[config.mk]
export PLATFORM = sky130hd
export DESIGN_NAME = rtc_field_bank_vga
export DESIGN_NICKNAME = d
export VERILOG_FILES = /design/src/rtl/rtc_field_bank_vga.sv
export SDC_FILE = /design/constraint.sdc
export NUM_CORES = 1
export LEC_CHECK = 0
export ABC_AREA = 1
export BUFFER_PORTS_ARGS = -buffer_cell sky130_fd_sc_hd__buf_2
export CAP_MARGIN = 20
export CORE_MARGIN = 2
export CORE_UTILIZATION = 50
export DETAILED_ROUTE_END_ITERATION = 12
export HOLD_SLACK_MARGIN = 0.08
export PLACE_DENSITY = 0.71
export SYNTH_ARGS = -nofsm -noshare
export SYNTH_HDL_FRONTEND = slang
export SYNTH_SLANG_ARGS = --single-unit
[constraint.sdc]
create_clock -name clk -period 3.8 [get_ports clk]
set_input_delay 0 -clock clk [delete_from_list [all_inputs] [get_ports clk]]
set_output_delay 0 -clock clk [all_outputs]
set_load 0.05 [all_outputs]
[src/rtl/rtc_field_bank_vga.sv]
// rtc_field_bank_vga
//   Register bank for the BCD time/date/timer fields shown on the VGA clock.
//   Field index 0..8: seg, min, hora, dia, mes, year, t_seg, t_min, t_hora.
//   Fields load from the RTC read sequencer (seleccion=0) or from the user
//   edit path (seleccion=1, BCD inc/dec with per-field wrap limits). A commit
//   streams every field to the RTC write sequencer over a req/ack handshake.
//
// Ports
//   clk, reset        clock; synchronous active-high reset
//   seleccion         0 = RTC read path, 1 = user edit path
//   rd_valid/rd_addr/rd_data   field load from the RTC read sequencer
//   edit_field, inc, dec       field under the cursor and edit pulses
//   commit            starts write-back (edit path only)
//   wr_ack            write sequencer accepted the current word
//   frame_sync        VGA vsync; only used when SHADOW_EN is defined
//   wr_req/wr_addr/wr_data     write-back word
//   busy              write-back in progress (bank frozen)
//   done              one-cycle pulse when write-back completes
//   field_bus         display values, field i at [8i+7:8i]
//
// Build option
//   SHADOW_EN: field_bus is a shadow copy refreshed on frame_sync, so the
//   display never changes mid-frame. Undefined: field_bus is the bank itself.

module rtc_field_bank_vga #(
    parameter int unsigned NUM_FIELDS = 9,
    parameter int unsigned ADDR_W     = 4,
    parameter logic [NUM_FIELDS*8-1:0] MAX_BCD =
        {8'h23, 8'h59, 8'h59, 8'h99, 8'h12, 8'h31, 8'h23, 8'h59, 8'h59},
    parameter logic [NUM_FIELDS*8-1:0] MIN_BCD =
        {8'h00, 8'h00, 8'h00, 8'h00, 8'h01, 8'h01, 8'h00, 8'h00, 8'h00}
) (
    input  logic                    clk,
    input  logic                    reset,
    input  logic                    seleccion,
    input  logic                    rd_valid,
    input  logic [ADDR_W-1:0]       rd_addr,
    input  logic [7:0]              rd_data,
    input  logic [ADDR_W-1:0]       edit_field,
    input  logic                    inc,
    input  logic                    dec,
    input  logic                    commit,
    input  logic                    wr_ack,
    input  logic                    frame_sync,
    output logic                    wr_req,
    output logic [ADDR_W-1:0]       wr_addr,
    output logic [7:0]              wr_data,
    output logic                    busy,
    output logic                    done,
    output logic [NUM_FIELDS*8-1:0] field_bus
);

    localparam logic [ADDR_W-1:0] LAST_IDX = ADDR_W'(NUM_FIELDS - 1);

    typedef enum logic [1:0] {IDLE, SEND, DONE} state_t;

    state_t            state_q, state_d;
    logic [ADDR_W-1:0] idx_q, idx_d;
    logic              sending;

    logic [7:0] bank_q [NUM_FIELDS];
    logic [7:0] bank_d [NUM_FIELDS];
    logic [NUM_FIELDS*8-1:0] bank_flat;

    // Out-of-range values (from an RTC load) are treated like the wrap case.
    function automatic logic [7:0] bcd_inc(input logic [7:0] v,
                                           input logic [7:0] lo,
                                           input logic [7:0] hi);
        if (v >= hi || v < lo)
            return lo;
        if (v[3:0] == 4'h9)
            return {v[7:4] + 4'h1, 4'h0};
        return {v[7:4], v[3:0] + 4'h1};
    endfunction

    function automatic logic [7:0] bcd_dec(input logic [7:0] v,
                                           input logic [7:0] lo,
                                           input logic [7:0] hi);
        if (v <= lo || v > hi)
            return hi;
        if (v[3:0] == 4'h0)
            return {v[7:4] - 4'h1, 4'h9};
        return {v[7:4], v[3:0] - 4'h1};
    endfunction

    assign sending = (state_q == SEND);

    // Field update. Addresses >= NUM_FIELDS match no field and are dropped.
    always_comb begin
        for (int unsigned i = 0; i < NUM_FIELDS; i++) begin
            bank_d[i] = bank_q[i];
            if (!sending) begin
                if (!seleccion) begin
                    if (rd_valid && rd_addr == ADDR_W'(i))
                        bank_d[i] = rd_data;
                end else if (edit_field == ADDR_W'(i)) begin
                    if (inc && !dec)
                        bank_d[i] = bcd_inc(bank_q[i], MIN_BCD[8*i +: 8], MAX_BCD[8*i +: 8]);
                    else if (dec && !inc)
                        bank_d[i] = bcd_dec(bank_q[i], MIN_BCD[8*i +: 8], MAX_BCD[8*i +: 8]);
                end
            end
        end
    end

    always_ff @(posedge clk) begin
        if (reset) begin
            for (int unsigned i = 0; i < NUM_FIELDS; i++)
                bank_q[i] <= '0;
        end else begin
            bank_q <= bank_d;
        end
    end

    always_comb begin
        bank_flat = '0;
        for (int unsigned i = 0; i < NUM_FIELDS; i++)
            bank_flat[8*i +: 8] = bank_q[i];
    end

`ifdef SHADOW_EN
    logic [NUM_FIELDS*8-1:0] shadow_q;

    always_ff @(posedge clk) begin
        if (reset)
            shadow_q <= '0;
        else if (frame_sync)
            shadow_q <= bank_flat;
    end

    assign field_bus = shadow_q;
`else
    logic unused_frame_sync;
    assign unused_frame_sync = frame_sync;
    assign field_bus = bank_flat;
`endif

    // Write-back FSM: state register
    always_ff @(posedge clk) begin
        if (reset) begin
            state_q <= IDLE;
            idx_q   <= '0;
        end else begin
            state_q <= state_d;
            idx_q   <= idx_d;
        end
    end

    // Write-back FSM: next state
    always_comb begin
        state_d = state_q;
        idx_d   = idx_q;
        case (state_q)
            IDLE: begin
                if (commit && seleccion) begin
                    state_d = SEND;
                    idx_d   = '0;
                end
            end
            SEND: begin
                if (wr_ack) begin
                    if (idx_q == LAST_IDX)
                        state_d = DONE;
                    else
                        idx_d = idx_q + ADDR_W'(1);
                end
            end
            DONE:    state_d = IDLE;
            default: state_d = IDLE;
        endcase
    end

    // Write-back FSM: outputs, decoded from registers only
    always_comb begin
        wr_req  = sending;
        busy    = sending;
        done    = (state_q == DONE);
        wr_addr = sending ? idx_q : '0;
        wr_data = '0;
        if (sending) begin
            for (int unsigned i = 0; i < NUM_FIELDS; i++)
                if (idx_q == ADDR_W'(i))
                    wr_data = bank_q[i];
        end
    end

endmodule
==> parameters.txt, run 1 <==
Parameter                              Value

Outcome
  Outcome    finished clean

Floorplanning
  Width of the die    130 um
  Effective utilization at floorplan    ~51%
  Die Footprint    17000 sq um
  Site row count    46
  Die Ht    130 um
  Number of placed I/O pins    112
  Placeable core region    between 15000 and 20000 sq um

Timing
  Final hold violation count    0
  Worst Skew    6.98 ps
  Min cycle time layout    2510 ps
  Highest attainable clock frequency    roughly 400 MHz
  Final period utilization    66.0%
  Worst Tran Pin Value    857 ps
  Final setup TNS    0 ps
  RSZ-0062 raised after global routing    false
  Final Max Tran Viols    0
  Headroom to the max-slew limit    42.8%
  Final Setup Violations    0

Drt
  Iteration-0 DRC count of the detailed router    around 950
  Number of iterations in the first detailed-routing pass    5
  Total wirelength of the detailed-routed design    26200 um
  Routed Antenna Nets    0
  Wl on met1    roughly 12000 um
  Vias after detailed routing    9139
  Mean routed wirelength per cell    around 16 um
  # DRC    0
  Met2 Wirelength    about 11000 um
  Post-DR vias/cell    5.51
  Wire length on met3    between 2000 and 2500 um
  Highest metal used    met4

Placed design
  Cell area reported after detailed placement    8630 sq um
  Post-DP HPWL    19500 um
  Final estimated routing congestion in global placement    approximately 1
  Number of buffers inserted by port buffering    110

Global routing
  Vias in the first global route    8220
  GRT overflow    0
  Number of antenna violations at the first check in global routing    0
  First-pass GRT wire length    41700 um
  Largest net degree at the start of global routing    35
  Global-route usage over all layers    roughly a third

CTS
  Longest Clk Path Bufs    2
  Deepest level of the CTS H-tree    3
  Clock slew at the register clock pins of the worst setup and hold paths    60 ps
  Clock insertion delay at the later pin of the skew report    roughly 350 ps
  Root buffer selected by CTS    sky130_fd_sc_hd__clkbuf_16
  Clk sink count    78
  Clock buffers created by TritonCTS    9
  CTS tree    yes

Finish
  Number of nets in the layout    1505
  Area of all placed cells without fillers    8930 sq um
  Number of diodes added for antenna fixing    0
  Synthesis-to-layout area growth    12.1%
  Multi-input gate area    around 5500 sq um
  Number of fill cells in the layout    around 1700
  Layout cells sized above 1    16.3%
  Core utilization of the finished layout    ~57%
  Sequential Area    1560 sq um

Synth
  Flip-flop and latch count after synthesis    78
  Number of distinct library cell variants in the gate-level netlist after synthesis    46
  Proportion of synthesized area in mux cells    0%
  Largest family of logic cells by synthesized area    simple AND/OR/NAND/NOR gates
  Cells after synthesis    ~1300
  Top cell type's share of synthesized area    just under 20%
  Main area contributors after synthesis    sky130_fd_sc_hd__dfxtp_1, sky130_fd_sc_hd__nand2_1, sky130_fd_sc_hd__nand3_1, sky130_fd_sc_hd__nor2_1, sky130_fd_sc_hd__inv_1
  Fraction of registers with async set or reset after synthesis    0%
  Synthesized area per cell    slightly below 6 sq um
  Yosys top cell by area    sky130_fd_sc_hd__dfxtp_1
  Post-Synthesis Cell Area    7960 sq um
  Number of nets in the synthesized netlist    ~1400
  Seq/Total Area, Yosys    19.6%
  Synthesized-area fraction occupied by ao, oa, aoi and oai cells    13.9%
  Adder-cell area share of the yosys netlist    6.44%
  EDFF count, synth    0
  Commonest cells post-synth    sky130_fd_sc_hd__nand2_1, sky130_fd_sc_hd__nor2_1, sky130_fd_sc_hd__inv_1, sky130_fd_sc_hd__nand3_1, sky130_fd_sc_hd__o21ai_0
  Most frequent cell after synthesis    sky130_fd_sc_hd__nand2_1
  Simple-gate area share of the yosys netlist    45.1%
  Top_reg_cell synth    sky130_fd_sc_hd__dfxtp_1
  Area share of xor/xnor cells in the synthesized design    3.52%
  Yosys Warn Count    0

Critical path
  Data arrival time of the critical path    2510 ps
  Sort of element at the start of the critical path    flop
  Worst endpoint required time    3800 ps
  Worst Setup End Kind    output port
  Setup crit start    idx_q[1]
  Startpoint-to-endpoint class of the critical path    reg -> out
  Reg-to-reg startpoint    idx_q[0]
  Maximum fanout encountered on the critical timing path    16

Pwr
  Pwr per Cell Area    ~310 nW/um^2
  Leakage power summed over all cells    around 4.6 nW
  Peak supply drop    0.225 mV

Job
  Max cap viols    0

Worst hold path
  Class of the tightest hold or removal check    in -> reg
  Worst hold start    reset
registers in the layout, summed over array words and instances (netlist names):
name and count:
field_bus 72, state_q 2, idx_q 4
placed cells by master, fill, tap and decap left out, types with 18 or more instances in the layout:
cell,n
sky130_fd_sc_hd__nor3_1,19
sky130_fd_sc_hd__nand2_1,288
sky130_fd_sc_hd__nand3_1,151
sky130_fd_sc_hd__nor2_1,189
sky130_fd_sc_hd__dfxtp_1,78
sky130_fd_sc_hd__xor2_1,29
sky130_fd_sc_hd__buf_2,110
sky130_fd_sc_hd__ha_1,41
sky130_fd_sc_hd__inv_1,171
sky130_fd_sc_hd__a21oi_1,73
sky130_fd_sc_hd__nand4_1,38
sky130_fd_sc_hd__nand2_2,23
sky130_fd_sc_hd__nor2_2,18
sky130_fd_sc_hd__o21ai_0,87
worst max-delay path, cell delays in order, from the launching register on:
cell                      delay (ps)
sky130_fd_sc_hd__dfxtp_1         350
sky130_fd_sc_hd__inv_1           110
sky130_fd_sc_hd__ha_1            460
sky130_fd_sc_hd__inv_1           180
sky130_fd_sc_hd__nor2_4          150
sky130_fd_sc_hd__inv_2           110
sky130_fd_sc_hd__o21ai_0         170
sky130_fd_sc_hd__inv_1            50
sky130_fd_sc_hd__nand2_1          60
sky130_fd_sc_hd__nand2_1          70
sky130_fd_sc_hd__a21oi_2         150
sky130_fd_sc_hd__buf_2           280
through the flow:
stage          setup slack [ps]  total power, mW  hold WS (ps)  instances
3_5_place_dp               1660             1.99           293       1640
4_1_cts                    1280             2.81          88.2       1658
6_report                   1290             2.81           111       1658
5_1_grt                    1040             2.98           110       1658
2_1_floorplan              1700             1.75          76.9       1340
3_3_place_gp               1700             1.99           286       1640
kinds of logic (layout without fill, tap and decap cells):
kind of cell    after synthesis  in the layout
compound gates              198            198
xor+xnor                     32             32
fa+ha+maj                    41             41
buf+inv                     221            323
flops                        78             78
simple gates                770            770
power breakdown:
| part | leakage (nW) | internal, mW | switching, mW | total (mW) |
|---|---|---|---|---|
| logic | 3.86 | 0.294 | 0.748 | 1.04 |
| registers | 0.635 | 0.866 | 0.0913 | 0.957 |
| clock network | 0.128 | 0.452 | 0.363 | 0.815 |
| total | 4.62 | 1.61 | 1.20 | 2.81 |
path summary, 6_finish.rpt:
check                  endpoint  slack [ps]  cells after the start
setup reg to reg       idx_q[3]        1720                      8
hold reg to reg   field_bus[22]         480                      2
setup / recovery     wr_data[0]        1290                     11
hold / removal         idx_q[1]         110                      2
repair_timing:
action                                 4_1_cts  5_1_grt
endpoints found under the hold margin        6        0
setup endpoints to repair                    0        0
setup buffers                                0        0
gates resized for setup                      0        0
hold buffers                                 4        0
routing by layer:
metal | track usage (%) | vias to the layer above
met5 | 0 | -
met4 | 11.6 | 0
met3 | 4.63 | 51
met2 | 48.9 | 449
met1 | 44.1 | 4093
li1 | - | 4546
layout make-up:
| cell class | count | share of cell area [%] |
|---|---|---|
| flip-flops and latches | 78 | 17.5 |
| repair buffers | 120 | 7.12 |
| well taps | 216 | 3.03 |
| clock inverters | 2 | 0.112 |
| multi-input cells | 1041 | 61.5 |
| clock buffers | 12 | 2.76 |
| inverters | 189 | 8.03 |
Power figures use the tool's default switching activity.
==> run 2: changes to the inputs <==
--- a/config.mk
+++ b/config.mk
@@ -12,7 +12,7 @@
 export CORE_UTILIZATION = 50
 export DETAILED_ROUTE_END_ITERATION = 12
 export HOLD_SLACK_MARGIN = 0.08
-export PLACE_DENSITY = 0.71
+export PLACE_DENSITY = 0.74
 export SYNTH_ARGS = -nofsm -noshare
 export SYNTH_HDL_FRONTEND = slang
 export SYNTH_SLANG_ARGS = --single-unit
==> constraint.sdc (replaced) <==
create_clock -name clk -period 2.3 [get_ports clk]
set_input_delay 0 -clock clk [delete_from_list [all_inputs] [get_ports clk]]
set_output_delay 0 -clock clk [all_outputs]
set_load 0.05 [all_outputs]
==> parameters.txt, run 2 (synthesis results as in run 1) <==
Parameter                              Value

Outcome
  Outcome    finished clean (unchanged)

Finish
  Number of diodes added for antenna fixing    0 (unchanged)
  Area of all placed cells without fillers    9140 sq um (was 8930 sq um)
  Non-Filler Instances    1676 (was 1658)
  Flip-flop count of the largest register, all copies and words added    72 (unchanged)
  Commonest non-fill, non-tap cell in the layout    sky130_fd_sc_hd__nand2_1 (unchanged)
  Number of nets in the layout    1522 (was 1505)
  Synthesis-to-layout area growth    14.7% (was 12.1%)
  Highest-count cells in the layout ignoring fill and taps    sky130_fd_sc_hd__nand2_1, sky130_fd_sc_hd__nor2_1, sky130_fd_sc_hd__inv_1 (unchanged)
  Layout cells sized above 1    17.6% (was 16.3%)
  Core utilization of the finished layout    58.1% (was 56.8%)
  Number of fill cells in the layout    1608 (was 1682)

Timing
  Worst Skew    6.35 ps (was 6.98 ps)
  Final hold violation count    0 (unchanged)
  Final period utilization    93.2%
  RSZ-0062 raised after global routing    false (unchanged)
  Post-Route Hold Slack    95.8 ps (was 111 ps)
  Min cycle time layout    2140 ps
  Final setup TNS    0 ps (unchanged)
  Highest attainable clock frequency    ~470 MHz
  Headroom to the max-slew limit    64.5% (was 42.8%)
  Final Setup Violations    0 (unchanged)
  Worst Tran Pin Value    531 ps (was 857 ps)
  Final Max Tran Viols    0 (unchanged)

Floorplanning
  Die Ht    130 um (unchanged)
  Die Footprint    17000 sq um (unchanged)
  Width of the die    130 um (unchanged)
  Number of placed I/O pins    112 (unchanged)
  Site row count    46 (unchanged)
  Placeable core region    15700 sq um (unchanged)
  Effective utilization at floorplan    50.7% (unchanged)

Critical path
  Depth of the critical timing path with buffers and inverters included    9 (was 11)
  Gate family responsible for the most delay along the worst path    buffers and inverters (unchanged)
  Reg-to-reg startpoint    field_bus[25] (was idx_q[0])
  Data arrival time of the critical path    2140 ps (was 2510 ps)
  Buf+Inv Stages, Crit Path    5 (unchanged)
  Worst Setup End Kind    output port (unchanged)
  Slowest CP cell    sky130_fd_sc_hd__dfxtp_2 (was sky130_fd_sc_hd__ha_1)
  End point of the critical path    wr_data[0] (unchanged)
  Logic depth of the worst register-to-register path    12 (was 8)
  Most frequent cell on the critical path    sky130_fd_sc_hd__inv_1 (unchanged)
  Maximum fanout encountered on the critical timing path    15 (was 16)
  Setup crit start    idx_q[1] (unchanged)
  Startpoint-to-endpoint class of the critical path    reg -> out (unchanged)
  Slowest stage delay, CP    340 ps (was 460 ps)
  Destination of the worst register-to-register timing path    field_bus[30] (was idx_q[3])
  Worst endpoint required time    2300 ps (was 3800 ps)
  Ordered cell list for the critical path    inv_1, ha_1, inv_1, nor3_4, inv_2, o21ai_0, inv_1, a21oi_2, clkbuf_4 (was inv_1, ha_1, inv_1, nor2_4, inv_2, o21ai_0, inv_1, nand2_1, nand2_1, a21oi_2, buf_2)
  Slack of the worst reg-to-reg path    290 ps (was 1720 ps)
  Sort of element at the start of the critical path    flop (unchanged)

Drt
  # DRC    0 (unchanged)
  Total wirelength of the detailed-routed design    26500 um (was 26200 um)
  Mean routed wirelength per cell    15.8 um (about the same)
  Routed Antenna Nets    0 (unchanged)
  Post-DR vias/cell    5.54 (was 5.51)
  Number of iterations in the first detailed-routing pass    5 (unchanged)
  Iteration-0 DRC count of the detailed router    912 (was 952)
  Vias after detailed routing    9280 (was 9139)

Placed design
  Number of buffers inserted by port buffering    110 (unchanged)
  Post-placement cell count    1653 (was 1640)
  Final estimated routing congestion in global placement    0.961 (was 0.972)
  Post-DP HPWL    19900 um (was 19500 um)
  Cell area reported after detailed placement    8740 sq um (was 8630 sq um)

CTS
  Clock insertion delay at the later pin of the skew report    350 ps (about the same)
  Clock slew at the register clock pins of the worst setup and hold paths    60 ps (about the same)
  CTS tree    yes (unchanged)
  Longest Clk Path Bufs    2 (unchanged)
  Clk sink count    78 (unchanged)
  Root buffer selected by CTS    sky130_fd_sc_hd__clkbuf_16 (unchanged)
  Clock buffers created by TritonCTS    9 (unchanged)
  Deepest level of the CTS H-tree    3 (unchanged)

Global routing
  Vias in the first global route    8029 (was 8220)
  GRT overflow    0 (unchanged)
  First-pass GRT wire length    40800 um (was 41700 um)
  Global-route usage over all layers    30.8% (was 31.4%)
  Largest net degree at the start of global routing    40 (was 35)
  Number of antenna violations at the first check in global routing    0 (unchanged)

Pwr
  Pwr per Cell Area    516 nW/um^2 (was 315 nW/um^2)
  Leakage power summed over all cells    4.71 nW (was 4.62 nW)
  Peak supply drop    0.373 mV (was 0.225 mV)

Worst hold path
  Class of the tightest hold or removal check    in -> reg (unchanged)

Job
  Max cap viols    0 (unchanged)
-- run 2: changes by cell type in the layout (fill, tap and decap cells not counted), sizes merged --
cell,previous run,this run
buf,116,127
clkbuf,12,20
clkinv,4,3
-- run 2: stage by stage --
stage	setup slack [ps]	total power, mW
after global placement	265	3.30
final	157	4.72
after CTS	1.61	4.67
after floorplan	198	2.89
after global routing	18.4	4.94
after detailed placement	235	3.31
-- run 2: routing by layer --
layer | up-vias | share of wire, % | GRT usage, %
li1 | 4576 | - | -
met5 | - | 0 | 0
met4 | 0 | 3.1 | 13.0
met1 | 4194 | 44 | 43.0
met3 | 61 | 9.8 | 5.86
met2 | 449 | 43 | 46.3
-- run 2: what timing repair did --
| item | in CTS | in global routing |
|---|---|---|
| buffers inserted | 0 | 4 |
| cloned | 0 | 0 |
| pin swaps | 0 | 1 |
| hold endpoints to repair | 5 | 0 |
| gates resized for setup | 1 | 17 |
| setup endpoints to repair | 8 | 8 |
| hold buffers | 4 | 0 |
-- run 2: worst register-to-register path, delay by kind of cell (launching register included) --
| family | cells | cell delay [ps] |
|---|---|---|
| simple gates | 9 | 870 |
| flops | 1 | 510 |
| fa+ha+maj | 1 | 290 |
| buf+inv | 2 | 250 |
-- run 2: final cells by class --
class                      instances  area [sq um]  area share, %
clock buffer                      14           264           2.89
clock inverter                     1          5.00         0.0548
inverter                         189           717           7.85
multi-input combinational       1041          5520           60.4
sequential                        78          1560           17.1
tap                              216           270           2.96
timing repair buffer             137           797           8.72
-- run 2: worst min path at each step --
stage | slack, ps | startpoint | cells past startpoint | endpoint
after global placement | 320 | wr_ack | 3 | state_q[0]
after detailed placement | 320 | wr_ack | 3 | state_q[0]
final | 100 | reset | 2 | field_bus[22]
after global routing | 100 | reset | 2 | state_q[0]
after CTS | 90 | reset | 2 | field_bus[22]
after floorplan | 80 | reset | 1 | state_q[1]
-- run 2: power by group --
group | total (mW) | leakage, nW | switching (mW) | internal [mW]
sequential | 1.58 | 0.636 | 0.151 | 1.43
combinational | 1.76 | 3.94 | 1.25 | 0.510
clock | 1.38 | 0.133 | 0.595 | 0.785
